<file path="src/rtl/arm_pipelined_decode_buffer.sv">
`default_nettype none
// ============================================================================
// Module : arm_pipelined_decode_buffer
// Brief  : Instruction queue feeding a registered ARM main/ALU decoder stage.
// Rev    : 1.0  initial release
// ============================================================================
module arm_pipelined_decode_buffer #(
  parameter int DEPTH = 4
) (
  input  logic                       i_CLK,
  input  logic                       i_NRESET,
  input  logic                       i_Instr_Valid,
  input  logic [31:0]                i_Instr,
  output logic                       o_Instr_Ready,
  input  logic                       i_Stall,
  input  logic                       i_Flush,
  output logic                       o_Valid_Decode,
  output logic [3:0]                 o_Cond_Decode,
  output logic [3:0]                 o_Rd_Decode,
  output logic [1:0]                 o_Flag_Write_Decode,
  output logic [2:0]                 o_ALU_Control_Decode,
  output logic [1:0]                 o_Reg_Src_Decode,
  output logic [1:0]                 o_Imm_Src_Decode,
  output logic                       o_PC_Src_Decode,
  output logic                       o_Reg_Write_Decode,
  output logic                       o_Mem_Write_Decode,
  output logic                       o_Mem_To_Reg_Decode,
  output logic                       o_ALU_Src_Decode,
  output logic                       o_Branch_Decode,
  output logic                       o_No_Write_Decode,
  output logic                       o_Undef_Decode,
  output logic [$clog2(DEPTH+1)-1:0] o_Occupancy
);

  localparam int PW = (DEPTH > 1) ? $clog2(DEPTH) : 1;
  localparam int CW = $clog2(DEPTH + 1);

  typedef struct packed {
    logic [3:0] cond;
    logic [3:0] rd;
    logic [1:0] flag_w;
    logic [2:0] alu_ctrl;
    logic [1:0] reg_src;
    logic [1:0] imm_src;
    logic       pc_src;
    logic       reg_w;
    logic       mem_w;
    logic       mem_to_reg;
    logic       alu_src;
    logic       branch;
    logic       no_write;
    logic       undef;
  } dec_t;

  logic [31:0]   r_mem [DEPTH];
  logic [PW-1:0] r_wr_ptr;
  logic [PW-1:0] r_rd_ptr;
  logic [CW-1:0] r_count;
  logic          r_valid;
  dec_t          r_dec;
  dec_t          w_dec;
  logic          w_push;
  logic          w_pop;
  logic [31:0]   w_head;
  logic [1:0]    w_op;
  logic          w_i_bit;
  logic [3:0]    w_cmd;
  logic          w_s_bit;
  logic          w_unused_bits;

  assign o_Instr_Ready = (r_count < CW'(DEPTH));
  assign w_push        = i_Instr_Valid && o_Instr_Ready && !i_Flush;
  assign w_pop         = !i_Flush && (r_count != '0) && (!r_valid || !i_Stall);

  assign w_head        = r_mem[r_rd_ptr];
  assign w_op          = w_head[27:26];
  assign w_i_bit       = w_head[25];
  assign w_cmd         = w_head[24:21];
  assign w_s_bit       = w_head[20];
  assign w_unused_bits = ^{w_head[19:16], w_head[11:0]};

  // Storage carries no reset; only entries between the pointers are meaningful.
  always_ff @(posedge i_CLK) begin
    if (w_push) begin
      r_mem[r_wr_ptr] <= i_Instr;
    end
  end

  always_ff @(posedge i_CLK or negedge i_NRESET) begin
    if (!i_NRESET) begin
      r_wr_ptr <= '0;
      r_rd_ptr <= '0;
      r_count  <= '0;
    end else if (i_Flush) begin
      r_wr_ptr <= '0;
      r_rd_ptr <= '0;
      r_count  <= '0;
    end else begin
      if (w_push) r_wr_ptr <= r_wr_ptr + PW'(1);
      if (w_pop)  r_rd_ptr <= r_rd_ptr + PW'(1);
      case ({w_push, w_pop})
        2'b10:   r_count <= r_count + CW'(1);
        2'b01:   r_count <= r_count - CW'(1);
        default: r_count <= r_count;
      endcase
    end
  end

  always_comb begin
    w_dec      = '0;
    w_dec.cond = w_head[31:28];
    w_dec.rd   = w_head[15:12];
    case (w_op)
      2'b00: begin
        w_dec.reg_w   = 1'b1;
        w_dec.alu_src = w_i_bit;
        case (w_cmd)
          4'b0100: w_dec.alu_ctrl = 3'b000;
          4'b0010: w_dec.alu_ctrl = 3'b001;
          4'b0000: w_dec.alu_ctrl = 3'b010;
          4'b1100: w_dec.alu_ctrl = 3'b011;
          4'b0001: w_dec.alu_ctrl = 3'b100;
          4'b1101: w_dec.alu_ctrl = 3'b101;
          4'b1010: begin w_dec.alu_ctrl = 3'b001; w_dec.no_write = 1'b1; end
          4'b1000: begin w_dec.alu_ctrl = 3'b010; w_dec.no_write = 1'b1; end
          4'b1011: begin w_dec.alu_ctrl = 3'b000; w_dec.no_write = 1'b1; end
          default: w_dec.undef = 1'b1;
        endcase
        w_dec.flag_w[1] = w_s_bit;
        w_dec.flag_w[0] = w_s_bit && (w_cmd == 4'b0100 || w_cmd == 4'b0010 ||
                                      w_cmd == 4'b1010 || w_cmd == 4'b1011);
        if (w_dec.no_write) begin
          w_dec.reg_w = 1'b0;
          if (!w_s_bit) w_dec.undef = 1'b1;
        end
      end
      2'b01: begin
        w_dec.alu_src = 1'b1;
        w_dec.imm_src = 2'b01;
        if (w_s_bit) begin
          w_dec.reg_w      = 1'b1;
          w_dec.mem_to_reg = 1'b1;
        end else begin
          w_dec.mem_w   = 1'b1;
          w_dec.reg_src = 2'b10;
        end
      end
      2'b10: begin
        w_dec.branch  = 1'b1;
        w_dec.alu_src = 1'b1;
        w_dec.imm_src = 2'b10;
        w_dec.reg_src = 2'b01;
      end
      default: w_dec.undef = 1'b1;
    endcase
    // An undefined encoding keeps only its condition/destination fields.
    if (w_dec.undef) begin
      w_dec          = '0;
      w_dec.cond     = w_head[31:28];
      w_dec.rd       = w_head[15:12];
      w_dec.undef    = 1'b1;
    end
    w_dec.pc_src = w_dec.branch || (w_dec.reg_w && (w_dec.rd == 4'hF));
  end

  always_ff @(posedge i_CLK or negedge i_NRESET) begin
    if (!i_NRESET) begin
      r_valid <= 1'b0;
      r_dec   <= '0;
    end else if (i_Flush) begin
      r_valid <= 1'b0;
      r_dec   <= '0;
    end else if (w_pop) begin
      r_valid <= 1'b1;
      r_dec   <= w_dec;
    end else if (!i_Stall) begin
      r_valid <= 1'b0;
      r_dec   <= '0;
    end
  end

  assign o_Valid_Decode       = r_valid;
  assign o_Cond_Decode        = r_dec.cond;
  assign o_Rd_Decode          = r_dec.rd;
  assign o_Flag_Write_Decode  = r_dec.flag_w;
  assign o_ALU_Control_Decode = r_dec.alu_ctrl;
  assign o_Reg_Src_Decode     = r_dec.reg_src;
  assign o_Imm_Src_Decode     = r_dec.imm_src;
  assign o_PC_Src_Decode      = r_dec.pc_src;
  assign o_Reg_Write_Decode   = r_dec.reg_w;
  assign o_Mem_Write_Decode   = r_dec.mem_w;
  assign o_Mem_To_Reg_Decode  = r_dec.mem_to_reg;
  assign o_ALU_Src_Decode     = r_dec.alu_src;
  assign o_Branch_Decode      = r_dec.branch;
  assign o_No_Write_Decode    = r_dec.no_write;
  assign o_Undef_Decode       = r_dec.undef;
  assign o_Occupancy          = r_count;

endmodule
`default_nettype wire

</file>
<file path="config.mk">
export PLATFORM = sky130hd
export DESIGN_NAME = arm_pipelined_decode_buffer
export DESIGN_NICKNAME = d
export VERILOG_FILES = /design/src/rtl/arm_pipelined_decode_buffer.sv
export SDC_FILE = /design/constraint.sdc
export NUM_CORES = 1
export LEC_CHECK = 0
export ABC_AREA = 1
export BUFFER_PORTS_ARGS = -buffer_cell sky130_fd_sc_hd__buf_4
export CAP_MARGIN = 20
export CORE_MARGIN = 4
export CORE_UTILIZATION = 25
export DETAILED_ROUTE_END_ITERATION = 10
export PLACE_DENSITY_LB_ADDON = 0.08
export REMOVE_ABC_BUFFERS = 1
export SYNTH_ARGS = -nofsm -noshare
export SYNTH_HDL_FRONTEND = slang
export SYNTH_SLANG_ARGS = --single-unit
</file>
<file path="constraint.sdc">
create_clock -name i_CLK -period 5.15 [get_ports i_CLK]
set_input_delay 0.7725 -clock i_CLK [delete_from_list [all_inputs] [get_ports i_CLK]]
set_output_delay 0.7725 -clock i_CLK [all_outputs]
set_load 0.02 [all_outputs]
</file>
==> impl_results.md, run 1 <==
- Setup bufs post-CTS: 0
- Most frequent cell after synthesis: nand2_1
- Crit path from: r_rd_ptr[1]$_DFFE_PN0P_
- Top-area cell type share of the netlist area: 46.6%
- Crit. End Element: register
- Async S/R FF share, synth: 32.6%
- Netlist cell types: 36
- Worst R2R Path Depth: 9
- Part of the cycle the worst path needs: 64.6%
- Crit start category: register
- Outcome: complete, no violations
- Post-Route Skew: 0.00661 ns
- Drt drc: 0
- Synth Warn #: 0
- Die Y: 136 um
- Rel. slew slack: 40.8%
- Root Buffer: clkbuf_16
- Drt first-iter violations: 131
- RSZ-0062 raised after global routing: no
- DR pass1 iterations: 4
- Die footprint: 0.0186 mm^2
- Total Power: 2.48 mW
- Ys flop type: edfxtp_1
- Placed cells: 630
- Yosys reg bits: 95
- Sum Neg Setup Slack: 0 ns
- Skew-Pair Late Insertion Delay: 0.34 ns
- Worst-path clk slew: 0.07 ns
- Maximum clock path buffer count: 2
- Post-Synthesis Cells: 375
- CP required: 5.41 ns
- Layout cells sized above 1: 20.2%
- Inserted Clock Buffers: 9
- Highest Clock Rate: 301 MHz
- Most frequent cells after synthesis: nand2_1, edfxtp_1, dfrtp_1, nand3_1, inv_1
- Maximum vdd drop: 171 uV
- Fin Hold WS: 0.362 ns
- Final hold viol count: 0
- Post-DP HPWL: 6200 um
- Routed Antenna Nets: 0
- Critical Path Fanout Max: 23
- H-tree depth: 3
- Crit Path Category: reg2reg
- Final Setup Violations: 0
- Leakage power: 2.07 nW
- Routed vias/inst: 4.23
- WP data arrival: 3.59 ns
- Initial antenna violation count: 0
- Detailed Route WL: 9820 um
- Drt wl/cell: 15.2 um
- Synth top area cells: edfxtp_1, dfrtp_1, nand2_1, nand3_1, o21ai_0
- CP max stage delay: 0.90 ns
- Critical path's slowest cell: dfrtp_1
- N_diodes: 0
- CTS tree: done
- Fin crit period: 3.33 ns
- Synth-to-layout area growth: 20.5%
- Die width: 136 um
- Mapped Avg Cell Area: 11.0 um^2
- Reg2Reg Launch Point: r_rd_ptr[1]$_DFFE_PN0P_
- Delay-heaviest family, CP: buffers and inverters
- CP cell instances: inv_1 -> a32oi_1 -> inv_1 -> ha_1 -> inv_1 -> nand2_1 -> nand2_4 -> nand3_1 -> o21ai_1
- Post-cts resize count: 0
- Slew Limit Fails: 0
- Area of the core: 0.0160 mm^2
- I/O pin count: 67
- Pwr dens: 500 mW/mm^2
- Min-delay worst type: in2async
- Vias in the first global route: 2713
- WP buf/inv: 3
- Max cap viols: 0
- GP Congestion: 0.706
- GRT Total Usage: 11.3%
- Largest area contributor in the netlist: edfxtp_1
- Number of nets in the layout: 471
- Number of port buffers: 50
- Filler cell count: 1703
- Largest net degree at the start of global routing: 38
- Row count: 46
- Hold_buf cts: 0
- Non-Filler Instances: 646
- Worst Tran Pin Value: 0.888 ns
- Sequential share of the synthesized area: 65.4%
- Post-Syn Area: 0.00412 mm^2
- Most common cell type on the critical path: inv_1
- Number of synthesized flops with an enable pin: 64
- Initial Utilization: 25.8%
- CTS sink count: 95
- Levels on crit path: 9
- Via Count: 2730
- Global route total overflow: 0
- First-pass GRT wire length: 15500 um
-- area by class of cell --
cell class / instances / area [um^2] / area share, %
Clock buffer: 14 / 254 / 5.11
Clock inverter: 2 / 16.3 / 0.327
Inverter: 28 / 110 / 2.21
Multi-Input combinational cell: 236 / 1210 / 24.3
Sequential cell: 95 / 2700 / 54.3
Tap cell: 216 / 270 / 5.44
Timing Repair Buffer: 55 / 413 / 8.31
-- per-layer routing --
layer / vias to the layer above / GRT usage (%) / share of wire [%]
met4: 0 / 5.38 / 2.1
met5: - / 0 / 0
met1: 1296 / 15.2 / 48
li1: 1372 / - / -
met3: 12 / 2.33 / 4.6
met2: 50 / 17.5 / 45
-- flip-flops by register name, summed over array words and instances, names as in the netlist --
register              cells
o_Mem_To_Reg_Decode       1
o_ALU_Control_Decode      3
o_Occupancy               3
o_Rd_Decode               4
r_rd_ptr                  2
o_ALU_Src_Decode          1
r_wr_ptr                  2
o_Imm_Src_Decode          1
o_Reg_Write_Decode        1
o_Undef_Decode            1
o_Flag_Write_Decode       2
o_No_Write_Decode         1
o_Reg_Src_Decode          2
r_mem                    64
o_Valid_Decode            1
o_Mem_Write_Decode        1
o_Cond_Decode             4
o_PC_Src_Decode           1
-- logic make-up (layout without fill, tap and decap cells) --
family,after synthesis,after routing,synth area share (%)
adders and majority gates,9,9,2.91
AOI/OAI and AO/OA,56,56,8.43
buffers and inverters,44,99,5.25
DFF,95,95,65.4
xor gates and xnor gates,1,1,0.212
and+or+nand+nor,170,170,17.8
-- per-stage QoR --
stage | cell area, um^2 | worst slack, ns | util [%]
2_1_floorplan | 4020 | 2.82 | -
3_3_place_gp | 4700 | 1.84 | 29.4
4_1_cts | 4970 | 1.75 | 31.1
3_5_place_dp | 4700 | 1.77 | 29.4
6_report | 4970 | 1.82 | 31.1
5_1_grt | 4970 | 1.55 | 31.1
-- report_power, final --
group / internal, mW / total (mW) / switching (mW)
Combinational: 0.289 / 0.893 / 0.604
Sequential: 0.908 / 0.976 / 0.0679
Clock: 0.342 / 0.615 / 0.272
-- path summary, 6_finish.rpt --
path,slack (ns),endpoint
max,1.82,o_ALU_Control_Decode[1]$_DFFE_PN0P_
max reg2reg,1.82,o_ALU_Control_Decode[1]$_DFFE_PN0P_
min,0.36,o_Occupancy[2]$_DFFE_PN0P_
min in group i_CLK,0.48,o_Mem_To_Reg_Decode$_DFFE_PN0P_
max in group asynchronous,4.48,o_Flag_Write_Decode[1]$_DFFE_PN0P_
min reg2reg,0.48,o_Mem_To_Reg_Decode$_DFFE_PN0P_
-- cell usage in the layout, fill, tap and decap left out, types with 5 or more instances in the layout --
master / instances
nor2_1: 21
o22ai_1: 6
ha_1: 8
edfxtp_1: 64
nand3_1: 28
nand2_1: 107
a21oi_1: 7
o21ai_0: 23
buf_4: 55
inv_1: 24
dfrtp_1: 31
clkbuf_16: 9
nand2_2: 5
Power figures use the tool's default switching activity.
==> inputs of run 2 (changes only) <==
==> constraint.sdc (replaced) <==
create_clock -name i_CLK -period 3.4 [get_ports i_CLK]
set_input_delay 0.51 -clock i_CLK [delete_from_list [all_inputs] [get_ports i_CLK]]
set_output_delay 0.51 -clock i_CLK [all_outputs]
set_load 0.02 [all_outputs]
==> impl_results.md, run 2 (synthesis results as in run 1) <==
- Layout cells sized above 1: 21.7% (+1.5 points)
- Routed vias/inst: 4.26 (+0.89%)
- I/O pin count: 67 (unchanged)
- Part of the cycle the worst path needs: 72.0% (+7.4 points)
- Final Setup Violations: 0 (unchanged)
- Worst-path clk slew: 0.07 ns (about the same)
- Internal power: 2.55 mW (+65%)
- Fin Hold WS: 0.0899 ns (-0.273 ns)
- Post-cts resize count: 0 (unchanged)
- Crit Path Category: reg2reg
- Max cap viols: 0 (unchanged)
- Hold_buf cts: 0 (unchanged)
- Die width: 136 um (unchanged)
- Drt wl/cell: 15.1 um (-0.59%)
- Routed Antenna Nets: 0 (unchanged)
- Fin crit period: 2.45 ns (-0.878 ns)
- GRT Total Usage: 11.5% (+0.16 points)
- Via Count: 2767 (+1.4%)
- Largest register FFs: 64 (unchanged)
- Crit. End Element: register
- Highest Clock Rate: 409 MHz (+36%)
- Leakage power: 2.13 nW (+2.8%)
- Setup slack at placement: 0.941 ns (-0.830 ns)
- DR pass1 iterations: 4 (unchanged)
- Clk pwr share: 29.3% (+4.6 points)
- Initial Utilization: 25.8% (unchanged)
- Number of port buffers: 50 (unchanged)
- Leading cell type in the layout, fill and taps excluded: nand2_1
- Worst Tran Pin Value: 0.451 ns (-0.437 ns)
- Crit start category: register
- Inserted Clock Buffers: 9 (unchanged)
- Synth-to-layout area growth: 22.9%
- Commonest cells after routing, fill and taps aside: nand2_1, edfxtp_1, buf_4
- First-pass GRT wire length: 15800 um (+1.8%)
- CP required: 3.68 ns (-1.73 ns)
- Outcome: complete, no violations
- CTS sink count: 95 (unchanged)
- Largest net degree at the start of global routing: 38 (unchanged)
- Reg power frac: 36.7% (-2.6 points)
- Final worst slack: 0.952 ns (-0.872 ns)
- Die footprint: 0.0186 mm^2 (unchanged)
- Reported net switching power: 1.47 mW (+56%)
- Skew-Pair Late Insertion Delay: 0.35 ns (about the same)
- H-tree depth: 3 (unchanged)
- Maximum vdd drop: 285 uV (+66%)
- Setup bufs post-CTS: 0 (unchanged)
- Drt first-iter violations: 126 (-3.8%)
- Area of the core: 0.0160 mm^2 (unchanged)
- Pwr dens: 792 mW/mm^2 (+59%)
- Switching Share: 36.6% (-1.4 points)
- Global route total overflow: 0 (unchanged)
- Post-DP HPWL: 6510 um (+5.1%)
- Vias in the first global route: 2801 (+3.2%)
- Sum Neg Setup Slack: 0 ns (unchanged)
- Placed cells: 633 (+0.48%)
- Min-delay worst type: in2async
- Reg with most FFs: r_mem
- WP data arrival: 2.73 ns (-0.86 ns)
- Die Y: 136 um (unchanged)
- CTS tree: done
- Root Buffer: clkbuf_16
- N_diodes: 0 (unchanged)
- Number of nets in the layout: 474 (+0.64%)
- Post-Route Skew: 0.00659 ns (-0.0000259 ns)
- Drt drc: 0 (unchanged)
- RSZ-0062 raised after global routing: no
- Detailed Route WL: 9810 um (-0.13%)
- GP Congestion: 0.711 (+0.75%)
- Comb pwr share: 34.0% (-2.0 points)
- Initial antenna violation count: 0 (unchanged)
- Critical Path Fanout Max: 29 (+26%)
- Non-Filler Instances: 649 (+0.46%)
- Row count: 46 (unchanged)
- Maximum clock path buffer count: 2 (unchanged)
- Rel. slew slack: 69.7% (+29 points)
- Slew Limit Fails: 0 (unchanged)
- Filler cell count: 1711 (+0.47%)
- Final hold viol count: 0 (unchanged)
## run 2: cell count changes in the layout (fill, tap and decap cells not counted)
| cell | delta |
|---|---|
| clkbuf_1 | -4 |
| buf_4 | +3 |
| bufinv_16 | +3 |
| clkinv_2 | +2 |
| clkbuf_8 | -1 |
| clkinvlp_4 | -1 |
| inv_8 | +1 |
## run 2: worst max-delay path, stage by stage (launching register included)
cell and delay [ns]:
dfrtp_1 0.62, buf_4 0.41, nand2_1 0.08, a32oi_1 0.30, inv_1 0.11, ha_1 0.24, inv_1 0.14, nand2_1 0.10
nand2_4 0.15, nand3_1 0.10, o21ai_1 0.12
## run 2: cell type report
cell class	instances	area (um^2)	share of cell area, %
Inverter	28	110	2.17
Clock inverter	7	120	2.37
Sequential cell	95	2700	53.2
Tap cell	216	270	5.33
Multi-Input combinational cell	236	1210	23.9
Clock buffer	9	225	4.44
Timing Repair Buffer	58	435	8.59
## run 2: final timing paths
kind | start | end | slack (ns) | cells past startpoint
hold / removal | i_NRESET | o_Occupancy[2]$_DFFE_PN0P_ | 0.09 | 1
hold reg to reg | o_No_Write_Decode$_DFFE_PN0P_ | o_No_Write_Decode$_DFFE_PN0P_ | 0.48 | 2
setup reg to reg | r_rd_ptr[0]$_DFFE_PN0P_ | o_ALU_Control_Decode[0]$_DFFE_PN0P_ | 0.95 | 10
min in group i_CLK | i_Flush | o_Valid_Decode$_DFFE_PN0P_ | 0.34 | 2
setup / recovery | r_rd_ptr[0]$_DFFE_PN0P_ | o_ALU_Control_Decode[0]$_DFFE_PN0P_ | 0.95 | 10
max in group asynchronous | i_NRESET | o_ALU_Control_Decode[1]$_DFFE_PN0P_ | 3.01 | 1
## run 2: per-layer routing
metal | wire length [um] | track usage (%) | share of wire (%)
met5 | 0 | 0 | 0
met4 | 232 | 5.88 | 2.4
met3 | 326 | 2.04 | 3.3
met2 | 4440 | 17.7 | 45
met1 | 4810 | 15.5 | 49
## run 2: power groups by stage
| stage | logic, mW | clock network [mW] | registers (mW) |
|---|---|---|---|
| global route | 1.54 | 1.26 | 1.49 |
| global placement | 1.39 | 0 | 1.50 |
| detailed placement | 1.39 | 0 | 1.50 |
| floorplan | 0.734 | 0 | 1.63 |
| CTS | 1.40 | 1.21 | 1.48 |
| finish | 1.36 | 1.18 | 1.47 |
## run 2: through the flow
step	utilization (%)	instance area [um^2]	power, mW
2_1_floorplan	-	4020	2.37
3_3_place_gp	29.5	4720	2.89
3_5_place_dp	29.5	4720	2.90
4_1_cts	31.7	5070	4.09
5_1_grt	31.7	5070	4.29
6_report	31.7	5070	4.02
==> inputs of run 3 (changes only) <==
--- a/config.mk
+++ b/config.mk
@@ -5,7 +5,7 @@
 export SDC_FILE = /design/constraint.sdc
 export NUM_CORES = 1
 export LEC_CHECK = 0
-export ABC_AREA = 1
+export ABC_AREA = 0
 export BUFFER_PORTS_ARGS = -buffer_cell sky130_fd_sc_hd__buf_4
 export CAP_MARGIN = 20
 export CORE_MARGIN = 4
==> constraint.sdc (replaced) <==
create_clock -name i_CLK -period 2.35 [get_ports i_CLK]
set_input_delay 0.3525 -clock i_CLK [delete_from_list [all_inputs] [get_ports i_CLK]]
set_output_delay 0.3525 -clock i_CLK [all_outputs]
set_load 0.02 [all_outputs]
==> impl_results.md, run 3 <==
- Slew Limit Fails: 0 (unchanged)
- Ys flop type: edfxtp_1
- Number of nets in the layout: 361 (-24%)
- Top-area cell type share of the netlist area: 48.7% (+2.1 points)
- WP data arrival: 2.47 ns (-0.26 ns)
- Reg area: 0.00270 mm^2 (unchanged)
- Skew-Pair Late Insertion Delay: 0.35 ns (about the same)
- Reg with most FFs: r_mem
- Crit start category: register
- Die footprint: 0.0179 mm^2 (-4.1%)
- Pwr dens: 1090 mW/mm^2 (+38%)
- First-pass GRT wire length: 13100 um (-17%)
- Leading cell type in the layout, fill and taps excluded: buf_4
- Max cap viols: 0 (unchanged)
- Die width: 134 um (-2.1%)
- CTS sink count: 95 (unchanged)
- Commonest cells after routing, fill and taps aside: buf_4, edfxtp_1, dfrtp_1
- Initial Utilization: 25.8% (about the same)
- Number of port buffers: 50 (unchanged)
- Yosys reg bits: 95 (unchanged)
- Root Buffer: clkbuf_16
- Most frequent cells after synthesis: edfxtp_1, dfrtp_1, nor2_1, mux4_2, a22o_1
- Routed vias/inst: 4.26 (-0.17%)
- Layout cells sized above 1: 35.0% (+13 points)
- Final hold viol count: 0 (unchanged)
- Synth Warn #: 0 (unchanged)
- Inserted Clock Buffers: 9 (unchanged)
- Mapped Avg Cell Area: 16.4 um^2 (+49%)
- Sequential share of the synthesized area: 68.4% (+3.0 points)
- Highest Clock Rate: 449 MHz (+9.8%)
- Leakage power: 1.98 nW (-7.2%)
- Synth-to-layout area growth: 27.6%
- GRT Total Usage: 9.96% (-1.5 points)
- Filler cell count: 1547 (-9.6%)
- Via Count: 2260 (-18%)
- Final Cell Area: 0.00503 mm^2 (-0.69%)
- Fin crit period: 2.23 ns (-0.219 ns)
- Largest register FFs: 64 (unchanged)
- Worst-path clk slew: 0.07 ns (about the same)
- Initial antenna violation count: 0 (unchanged)
- Maximum vdd drop: 371 uV (+30%)
- DR pass1 iterations: 4 (unchanged)
- Dpl cell area: 0.00471 mm^2 (-0.21%)
- Area of the core: 0.0153 mm^2 (-4.3%)
- Total Power: 5.51 mW (+37%)
- Post-Syn Area: 0.00395 mm^2 (-4.3%)
- Post-DP HPWL: 5850 um (-10%)
- Min-delay worst type: in2reg
- Critical Path Fanout Max: 9 (-69%)
- Synth top area cells: edfxtp_1, dfrtp_1, mux4_2, a22o_1, ha_1
- Worst Tran Pin Value: 0.739 ns (+0.288 ns)
- Drt first-iter violations: 77 (-39%)
- Global route total overflow: 0 (unchanged)
- Final Setup Violations: 0 (unchanged)
- I/O pin count: 67 (unchanged)
- Drt drc: 0 (unchanged)
- CTS tree: done
- RSZ-0062 raised after global routing: no
- Outcome: complete, no violations
- GP Congestion: 0.721 (+1.4%)
- Vias in the first global route: 2261 (-19%)
- Area of the multi-input gates: 0.00116 mm^2 (-4.3%)
- Number of synthesized flops with an enable pin: 64 (unchanged)
- Netlist cell types: 43 (+19%)
- Crit. End Element: register
- Routed Antenna Nets: 0 (unchanged)
- Final worst slack: 0.122 ns (-0.831 ns)
- Die Y: 134 um (-2.1%)
- Largest area contributor in the netlist: edfxtp_1
- H-tree depth: 3 (unchanged)
- Post-Route Skew: 0.00768 ns (+0.00109 ns)
- CP required: 2.60 ns (-1.08 ns)
- Maximum clock path buffer count: 2 (unchanged)
- Drt wl/cell: 15.9 um (+5.5%)
- Most frequent cell after synthesis: edfxtp_1
- Crit Path Category: reg2reg
- Rel. slew slack: 50.6% (-19 points)
- Detailed Route WL: 8470 um (-14%)
- Async S/R FF share, synth: 32.6% (unchanged)
- Row count: 45 (-2.2%)
- N_diodes: 0 (unchanged)
- Part of the cycle the worst path needs: 94.8% (+23 points)
- Setup slack at placement: 0.0916 ns (-0.850 ns)
- Largest net degree at the start of global routing: 32 (-16%)
- Post-Synthesis Cells: 241 (-36%)
## run 3: final timing paths
path	startpoint	endpoint	slack, ns	cells past startpoint
max	r_rd_ptr[0]$_DFFE_PN0P_	o_ALU_Src_Decode$_DFFE_PN0P_	0.12	8
min in group asynchronous	i_NRESET	r_rd_ptr[1]$_DFFE_PN0P_	0.51	2
min	i_Instr[14]	r_mem[3][14]$_DFFE_PP_	0.20	1
max in group asynchronous	i_NRESET	o_Rd_Decode[2]$_DFFE_PN0P_	1.52	2
max reg2reg	r_rd_ptr[0]$_DFFE_PN0P_	o_ALU_Src_Decode$_DFFE_PN0P_	0.12	8
min reg2reg	o_ALU_Control_Decode[0]$_DFFE_PN0P_	o_ALU_Control_Decode[0]$_DFFE_PN0P_	0.48	2
## run 3: worst max-delay path: stages (launching register included)
cell	delay [ns]
dfrtp_1	0.39
buf_12	0.16
mux4_2	0.52
inv_1	0.10
ha_1	0.18
buf_4	0.13
nand2b_4	0.05
o32a_1	0.33
o41ai_2	0.27
## run 3: cell families (layout without fill, tap and decap cells)
group           count (synthesis)  after routing  share of synthesized area [%]
flops                          95             95                           68.4
xor+xnor                        5              5                           1.11
buf+inv                        21            100                           2.63
mux                            18             18                           9.83
fa+ha+maj                       9              9                           3.04
simple gates                   49             49                           6.34
compound gates                 44             44                           8.66
## run 3: final cells by class
cell class                      instances  share of cell area [%]
Tap cell                              211                    5.24
Clock buffer                            9                    4.47
Inverter                                8                   0.597
Sequential cell                        95                    53.6
Timing Repair Buffer                   76                    11.9
Multi-Input combinational cell        125                    23.0
Clock inverter                          7                    1.22
## run 3: power by group
group / leakage (nW) / switching, mW / total [mW] / internal [mW]
registers: 1.00 / 0.134 / 2.14 / 2.01
logic: 0.837 / 1.05 / 1.95 / 0.907
clock network: 0.140 / 0.671 / 1.41 / 0.740
total: 1.98 / 1.85 / 5.51 / 3.66
## run 3: metal layers
| layer | share of wire (%) | GRT usage (%) |
|---|---|---|
| met1 | 46 | 12.6 |
| met2 | 47 | 15.5 |
| met3 | 4.3 | 2.68 |
| met4 | 2.9 | 5.66 |
| met5 | 0 | 0 |
## run 3: per-stage QoR
stage / std cells / hold slack, ns / setup TNS, ns / util (%)
finish: 531 / 0.204 / 0 / 32.9
global route: 531 / 0.189 / 0 / 32.9
CTS: 529 / 0.186 / 0 / 32.7
detailed placement: 512 / 0.339 / 0 / 30.8
global placement: 512 / 0.343 / 0 / 30.8
floorplan: 228 / 0.0569 / -2.99 / -
## run 3: timing repair
action                                  in CTS  in global routing
endpoints found under the hold margin       31                  0
hold buffers                                 1                  0
endpoints found under the setup margin       0                  2
buffers inserted                             0                  2
resized for setup                            0                  3
